`config.mk`:
```
export PLATFORM = sky130hd
export DESIGN_NAME = mem_arbiter
export DESIGN_NICKNAME = d
export VERILOG_FILES = /design/src/rtl/mem_arbiter.sv
export SDC_FILE = /design/constraint.sdc
export NUM_CORES = 1
export LEC_CHECK = 0
export CORE_AREA = 2 2 214 216
export DETAILED_ROUTE_END_ITERATION = 7
export DIE_AREA = 0 0 216 218
export PLACE_DENSITY_LB_ADDON = 0.08
export RECOVER_POWER = 50
export SLEW_MARGIN = 20
export SYNTH_ARGS = -nofsm -noshare
export SYNTH_HDL_FRONTEND = slang
export SYNTH_SLANG_ARGS = --single-unit
```
`constraint.sdc`:
```
create_clock -name clk -period 4.22 [get_ports clk]
set_input_delay 0.844 -clock clk [delete_from_list [all_inputs] [get_ports clk]]
set_output_delay 0.844 -clock clk [all_outputs]
set_load 0.05 [all_outputs]
```
`src/rtl/mem_arbiter.sv`:
```
// Memory bus arbiter: instruction fetch and load/store share one bus with a single outstanding
// transaction; load/store has priority, bounded by a starvation counter that forces IF through.
module mem_arbiter #(
  parameter int ADDR_W     = 64,
  parameter int DATA_W     = 64,
  parameter int STARVE_MAX = 4
) (
  input  logic                clk,
  input  logic                rst,
  input  logic                if_req,
  input  logic [ADDR_W-1:0]   if_addr,
  output logic                if_gnt,
  output logic                if_rvalid,
  output logic [DATA_W-1:0]   if_rdata,
  input  logic                d_req,
  input  logic                d_we,
  input  logic [ADDR_W-1:0]   d_addr,
  input  logic [DATA_W-1:0]   d_wdata,
  input  logic [DATA_W/8-1:0] d_wmask,
  output logic                d_gnt,
  output logic                d_rvalid,
  output logic [DATA_W-1:0]   d_rdata,
  output logic                bus_req,
  output logic                bus_we,
  output logic [ADDR_W-1:0]   bus_addr,
  output logic [DATA_W-1:0]   bus_wdata,
  output logic [DATA_W/8-1:0] bus_wmask,
  input  logic                bus_gnt,
  input  logic                bus_rvalid,
  input  logic [DATA_W-1:0]   bus_rdata,
  output logic                busy
);

  localparam int MASK_W = DATA_W / 8;
  localparam int CNT_W  = $clog2(STARVE_MAX + 1);
  localparam logic [CNT_W-1:0] STARVE_LIM = CNT_W'(STARVE_MAX);

  typedef enum logic [1:0] {
    ST_IDLE = 2'd0,
    ST_REQ  = 2'd1,
    ST_WAIT = 2'd2
  } state_t;

  state_t             state, state_nxt;
  logic               owner_d, owner_d_nxt;
  logic [CNT_W-1:0]   starve_cnt, starve_nxt;
  logic               if_win, d_win;

  logic               if_gnt_nxt, d_gnt_nxt, if_rvalid_nxt, d_rvalid_nxt;
  logic [DATA_W-1:0]  if_rdata_nxt, d_rdata_nxt;
  logic               bus_req_nxt, bus_we_nxt, busy_nxt;
  logic [ADDR_W-1:0]  bus_addr_nxt;
  logic [DATA_W-1:0]  bus_wdata_nxt;
  logic [MASK_W-1:0]  bus_wmask_nxt;

  function automatic logic [CNT_W-1:0] sat_inc(input logic [CNT_W-1:0] cnt);
    if (cnt == STARVE_LIM) return cnt;
    return cnt + CNT_W'(1);
  endfunction

  assign if_win = if_req && (!d_req || (starve_cnt == STARVE_LIM));
  assign d_win  = !if_win && d_req;

  always_comb begin
    state_nxt     = state;
    owner_d_nxt   = owner_d;
    starve_nxt    = starve_cnt;
    if_gnt_nxt    = 1'b0;
    d_gnt_nxt     = 1'b0;
    if_rvalid_nxt = 1'b0;
    d_rvalid_nxt  = 1'b0;
    if_rdata_nxt  = if_rdata;
    d_rdata_nxt   = d_rdata;
    bus_req_nxt   = bus_req;
    bus_we_nxt    = bus_we;
    bus_addr_nxt  = bus_addr;
    bus_wdata_nxt = bus_wdata;
    bus_wmask_nxt = bus_wmask;

    case (state)
      ST_IDLE: begin
        if (if_win) begin
          state_nxt     = ST_REQ;
          owner_d_nxt   = 1'b0;
          starve_nxt    = '0;
          if_gnt_nxt    = 1'b1;
          bus_req_nxt   = 1'b1;
          bus_we_nxt    = 1'b0;
          bus_addr_nxt  = if_addr;
          bus_wdata_nxt = '0;
          bus_wmask_nxt = '1;
        end else if (d_win) begin
          state_nxt     = ST_REQ;
          owner_d_nxt   = 1'b1;
          d_gnt_nxt     = 1'b1;
          bus_req_nxt   = 1'b1;
          bus_we_nxt    = d_we;
          bus_addr_nxt  = d_addr;
          bus_wdata_nxt = d_wdata;
          bus_wmask_nxt = d_we ? d_wmask : '1;
          if (if_req) starve_nxt = sat_inc(starve_cnt);
        end
      end
      // Bus fields stay latched until the bus accepts; stray responses here are dropped.
      ST_REQ: begin
        if (bus_gnt) begin
          state_nxt   = ST_WAIT;
          bus_req_nxt = 1'b0;
        end
      end
      ST_WAIT: begin
        if (bus_rvalid) begin
          state_nxt = ST_IDLE;
          if (owner_d) begin
            d_rvalid_nxt = 1'b1;
            d_rdata_nxt  = bus_we ? '0 : bus_rdata;
          end else begin
            if_rvalid_nxt = 1'b1;
            if_rdata_nxt  = bus_rdata;
          end
        end
      end
      default: state_nxt = ST_IDLE;
    endcase

    busy_nxt = (state_nxt != ST_IDLE);
  end

  always_ff @(posedge clk or negedge rst) begin
    if (!rst) begin
      state      <= ST_IDLE;
      owner_d    <= 1'b0;
      starve_cnt <= '0;
      if_gnt     <= 1'b0;
      d_gnt      <= 1'b0;
      if_rvalid  <= 1'b0;
      d_rvalid   <= 1'b0;
      if_rdata   <= '0;
      d_rdata    <= '0;
      bus_req    <= 1'b0;
      bus_we     <= 1'b0;
      bus_addr   <= '0;
      bus_wdata  <= '0;
      bus_wmask  <= '0;
      busy       <= 1'b0;
    end else begin
      state      <= state_nxt;
      owner_d    <= owner_d_nxt;
      starve_cnt <= starve_nxt;
      if_gnt     <= if_gnt_nxt;
      d_gnt      <= d_gnt_nxt;
      if_rvalid  <= if_rvalid_nxt;
      d_rvalid   <= d_rvalid_nxt;
      if_rdata   <= if_rdata_nxt;
      d_rdata    <= d_rdata_nxt;
      bus_req    <= bus_req_nxt;
      bus_we     <= bus_we_nxt;
      bus_addr   <= bus_addr_nxt;
      bus_wdata  <= bus_wdata_nxt;
      bus_wmask  <= bus_wmask_nxt;
      busy       <= busy_nxt;
    end
  end

endmodule

```
# Word-level counts from Yosys, hierarchy flattened
# Index checks and enable logic that the tools add are counted.
totals:
  elab_cells: 78
  reg_bits: 277
  out_inout_bits: 271
  inputBits: 271
op_classes:
  add_sub_neg: 1
  bitwise_logic: 1
  reduce_logical: 15
  mux: 40
  n_eq_ne: 6
ops:
  columns: ["cell", "n"]
  rows:
  - ["64-bit two-way mux", 5]
  - ["8-bit two-way mux", 3]
  - ["1-bit two-way mux", 22]
  - ["3-bit two-way mux", 4]
  - ["3-bit AND reduction", 3]
  - ["2-bit two-way mux", 4]
  - ["2-bit nonzero test", 4]
  - ["3-bit inequality test (second input constant)", 2]
  - ["2-bit one-hot mux with 3 select lines", 1]
  - ["4-bit AND reduction", 1]
  - ["3-bit by 1-bit adder with 3-bit output (second input constant)", 1]
  - ["3-bit == test (second input constant)", 1]
  - ["2-bit by 1-bit == test with 1-bit output (second input constant)", 1]
  - ["2-bit == test (second input constant)", 1]
  - ["1-bit logical AND", 2]
  - ["1-bit zero test", 2]
  - ["2-bit zero test", 1]
  - ["2-bit inequality test (second input constant)", 1]
  - ["1-bit one-hot mux with 2 select lines", 1]
  - ["2-bit AND reduction", 1]
  - ["1-bit logical OR", 1]
  - ["1-bit inverter", 1]

# Logic depth before layout (Yosys ltp)
logic_depth:
  ltp_word: 12
  depth_mapped: 7
  mapped_depth_nobuf: 5

# Worst setup path after synthesis
# OpenSTA, ideal clock, no wires.
synth_timing:
  kind: "input to register"
  from: "input port d_req"
  to: "register bus_wmask[2]"
  arrival_time_ns: 1.737
  path_buffers: 2
  setup_ns: 0.122
  path_slack_ns: 2.361
  t_required_ns: 4.098
  cell_stages: 5
  cell_sequence: "or2_1 -> and2_1 -> buf_2 -> buf_2 -> o22a_1"
synth_via:
  elab_chain_len: 7
  word_cells_on_any_way: 8
  classes_between: "1 x mux; 7 x reduce/logical"
synth_rtl:
  columns: ["element", "line_no", "rtl"]
  rows:
  - ["start: declaration", "15", "input logic d_req,"]
  - ["1-bit zero test", "61", "assign if_win = if_req && (!d_req || (starve_cnt == STARVE_LIM));"]
  - ["1-bit logical OR", "61", null]
  - ["1-bit logical AND", "61", null]
  - ["1-bit zero test", "62", "assign d_win = !if_win && d_req;"]
  - ["1-bit logical AND", "62", null]
  - ["2-bit nonzero test (no line)", null, null]
  - ["2-bit AND reduction (no line)", null, null]
  - ["end signal: assignment", "160", "bus_wmask <= bus_wmask_nxt;"]
  - ["end: declaration", "27", "output logic [DATA_W/8-1:0] bus_wmask,"]
# Several ways; a longest one is shown, not always the timed one.
# A chain may end at the register's enable or synchronous reset.

# Worst setup path after layout
layout_timing:
  from: "register bus_we"
  to: "register d_rdata[6]"
layout_via:
  elab_chain_len: 1
layout_rtl:
  columns: ["element", "line_no", "rtl"]
  rows:
  - ["start: declaration", "24", "output logic bus_we,"]
  - ["start signal: assignment", "157", "bus_we <= bus_we_nxt;"]
  - ["64-bit two-way mux", "116", "d_rdata_nxt = bus_we ? '0 : bus_rdata;"]
  - ["end signal: assignment", "155", "d_rdata <= d_rdata_nxt;"]
  - ["end: declaration", "22", "output logic [DATA_W-1:0] d_rdata,"]
# No other way between the ends.

==> reports/qor.yml <==
clock_network:
  cts_resized: 0
  ctsHoldBuffers: 0
  path_clk_slew_ns: 0.06
  post_cts_buffers: 0
  h-tree-depth: 2
  tritoncts: "yes"
  cts_max_path_buffers: 3
  clockRootBuffer: "clkbuf_16"
  clkLatencyLatePin_ns: 0.53
  numCtsBuffers: 34
  clock-sinks: 277
detailed_routing:
  drc_errors: 0
  drt_iter0_drc: 611
  wl_met2_mm: 20.6
  wl_met1_mm: 18.6
  wire_per_inst_um: 20.9
  vias: 9984
  routed_wl_mm: 44.3
  top_layer_used: "met4"
  wl_met3_mm: 3.77
  first_pass_iters: 4
  avgViaCountPerCell: 4.71
  ant_nets: 0
setup_path:
  timing.reg2reg.setup_slack_ns: 1.17
  path_cells: "inv_1 > clkbuf_1 > nand2_1 > o21ai_0"
  crit_path_end_kind: "flop"
  arrival_ns: 3.47
  required_ns: 4.65
  worstSetupPathType: "reg -> reg"
  r2r-end: "d_rdata[6]"
  critPathMaxFanout: 36
  r2r_cells: 4
  crit_path_start_kind: "flop"
  slowest_stage: "clkbuf_1"
  reg2reg_from: "bus_we"
  slowest_delay_ns: 1.19
sta:
  min_period_ns: 3.05
  slew_violations: 305
  hold_violations: 0
  tightest_slew_ns: 2.22
  finalSetupTns_ns: 0
  finalSetupViolations: 0
  max_slew_margin: -0.482
  fin_crit_sh: 0.722
  clock_skew_ns: 0.0196
  rsz0062_at_grt: "false"
  fmax_mhz: 328
global_route:
  grt-ovfl-total: 0
  antenna_found_initial: 5
  grt_pass1_wl_mm: 66.9
  grt_pass1_vias: 10390
  grt_max_degree: 87
  track_usage: 0.185
power_and_ir_drop:
  internal_power_mw: 8.50
  clockPowerShare: 0.168
  p_switching_mw: 8.09
  vdd_ir_drop_max_mv: 0.487
  power_density_nw_per_um2: 902
  p_leak_nw: 7.68
  power_frac_seq: 0.270
  total_power_mw: 16.6
  switching_share: 0.488
  p_comb_frac: 0.562
floorplan:
  coreArea_sq_um: 44900
  io_pins: 542
  start_util: 0.260
  rows: 78
  fp.dieH_um: 218
  die_area_sq_um: 47100
  die_w_um: 216
logic_synthesis:
  synthArstFlopShare: 1.00
  ys_warn_count: 0
  syn_area_per_cell_sq_um: 11.7
  ys_types: 37
  synth_top_area_frac: 0.594
  synth_edf_count: 0
  yosys.area.top_type: "dfrtp_1"
  synth.most_common_cell: "dfrtp_1"
  synth_area_sq_um: 11700
  syn-num-nets: 1269
  synth_ff_type: "dfrtp_1"
  ys_seq_area_frac: 0.594
  netlist_instances: 996
  synthTopCellsByArea: "dfrtp_1 59%, mux2_4 6.3%, a22o_1 4.9%"
  synth_common_cells: "277 x dfrtp_1, 131 x nand2_1, 67 x inv_1, 66 x a22o_1"
  ys_seq_elements: 277
place:
  dp.final_hpwl_mm: 30.1
  io_buffers: 541
  routabilityCongestion: 0.772
final_layout:
  nFillCells: 4421
  final_nets: 1767
  drive_above_1_share: 0.0475
  syn2layout_area_growth_pct: 57.4
status:
  violations: "capacitance limit, slew limit"
  status: "finished with violations"
worst_hold_path:
  holdCritPathClass: "in -> async"
run:
  maxCapViolations: 6
power groups by stage:
| stage | logic [mW] | clock network (mW) | registers, mW |
|---|---|---|---|
| 4_1_cts | 9.68 | 2.89 | 4.49 |
| 3_5_place_dp | 9.66 | 0 | 4.50 |
| 6_report | 9.32 | 2.79 | 4.47 |
| 2_1_floorplan | 2.25 | 0 | 8.41 |
| 5_1_grt | 9.77 | 3.02 | 4.63 |
| 3_3_place_gp | 9.63 | 0 | 4.50 |
cell usage in the layout (no fill, tap or decap), types with 2 or more instances in the layout:
master and count:
buf_12 2, clkbuf_16 35, clkbuf_8 3, mux2_1 64
clkbuf_1 17, buf_4 9, o21ai_0 62, o2111ai_1 64
nand2b_1 2, o22a_1 8, clkinv_2 5, nand2_1 131
nand3_1 2, o211ai_1 64, inv_1 67, nand4_1 65
nor2_1 2, clkbuf_2 4, dfrtp_1 277, diode_2 4
clkdlybuf4s50_1 538, o21ai_1 4, a22o_1 66, inv_2 2
ha_1 2
state kept, by name, indices dropped and copies added (netlist names), 2 cells and up:
name        flops
bus_wdata      64
starve_cnt      3
state           2
d_rdata        64
bus_addr       64
bus_wmask       8
if_rdata       64
how the worst max path moves through the flow:
| stage | startpoint | end | slack, ns | depth (start not counted) |
|---|---|---|---|---|
| global placement | d_req | bus_addr[37] | 1.44 | 5 |
| detailed placement | d_req | bus_addr[53] | 1.40 | 5 |
| finish | bus_we | d_rdata[6] | 1.17 | 4 |
| global route | bus_we | d_rdata[18] | 0.84 | 4 |
| CTS | bus_addr[45] | bus_addr[45] | 1.41 | 1 |
| floorplan | d_req | bus_wmask[2] | 2.36 | 5 |
final cells by class:
| type | instances | area (sq um) | share of cell area |
|---|---|---|---|
| well taps | 600 | 751 | 0.0408 |
| repair buffers | 560 | 5560 | 0.302 |
| multi-input cells | 552 | 3840 | 0.209 |
| inverters | 69 | 259 | 0.0141 |
| diodes | 4 | 10.0 | 0.000545 |
| clock buffers | 50 | 962 | 0.0524 |
| flip-flops and latches | 277 | 6930 | 0.377 |
| clock inverters | 7 | 63.8 | 0.00347 |
per-layer routing:
metal  up-vias  GRT usage
met4         0     0.0653
met5         -          0
li1       4643          -
met2       387      0.294
met3        72     0.0658
met1      4882      0.233
metrics by stage:
step	utilization	instances	instance area [sq um]	hold WS [ns]	setup WS, ns
after detailed placement	0.392	2058	17600	0.467	1.40
after floorplan	-	996	11700	0.464	2.36
after global placement	0.392	2058	17600	0.467	1.44
final	0.409	2119	18400	0.237	1.17
after global routing	0.409	2118	18400	0.244	0.845
after CTS	0.415	2115	18600	0.241	1.41
cell families after synthesis:
group           count (synthesis)  share of synthesized area
compound gates                272                      0.176
fa+ha+maj                       2                    0.00214
buf+inv                       167                     0.0630
flops                         277                      0.594
mux                            65                     0.0784
simple gates                  213                     0.0871
worst max-delay path: cells and delay by family (launching register included):
| kind | cells | cell delay, ns |
|---|---|---|
| buf+inv | 2 | 2.19 |
| flops | 1 | 0.37 |
| compound gates | 1 | 0.22 |
| simple gates | 1 | 0.15 |
(Power assumes the default switching activity.)
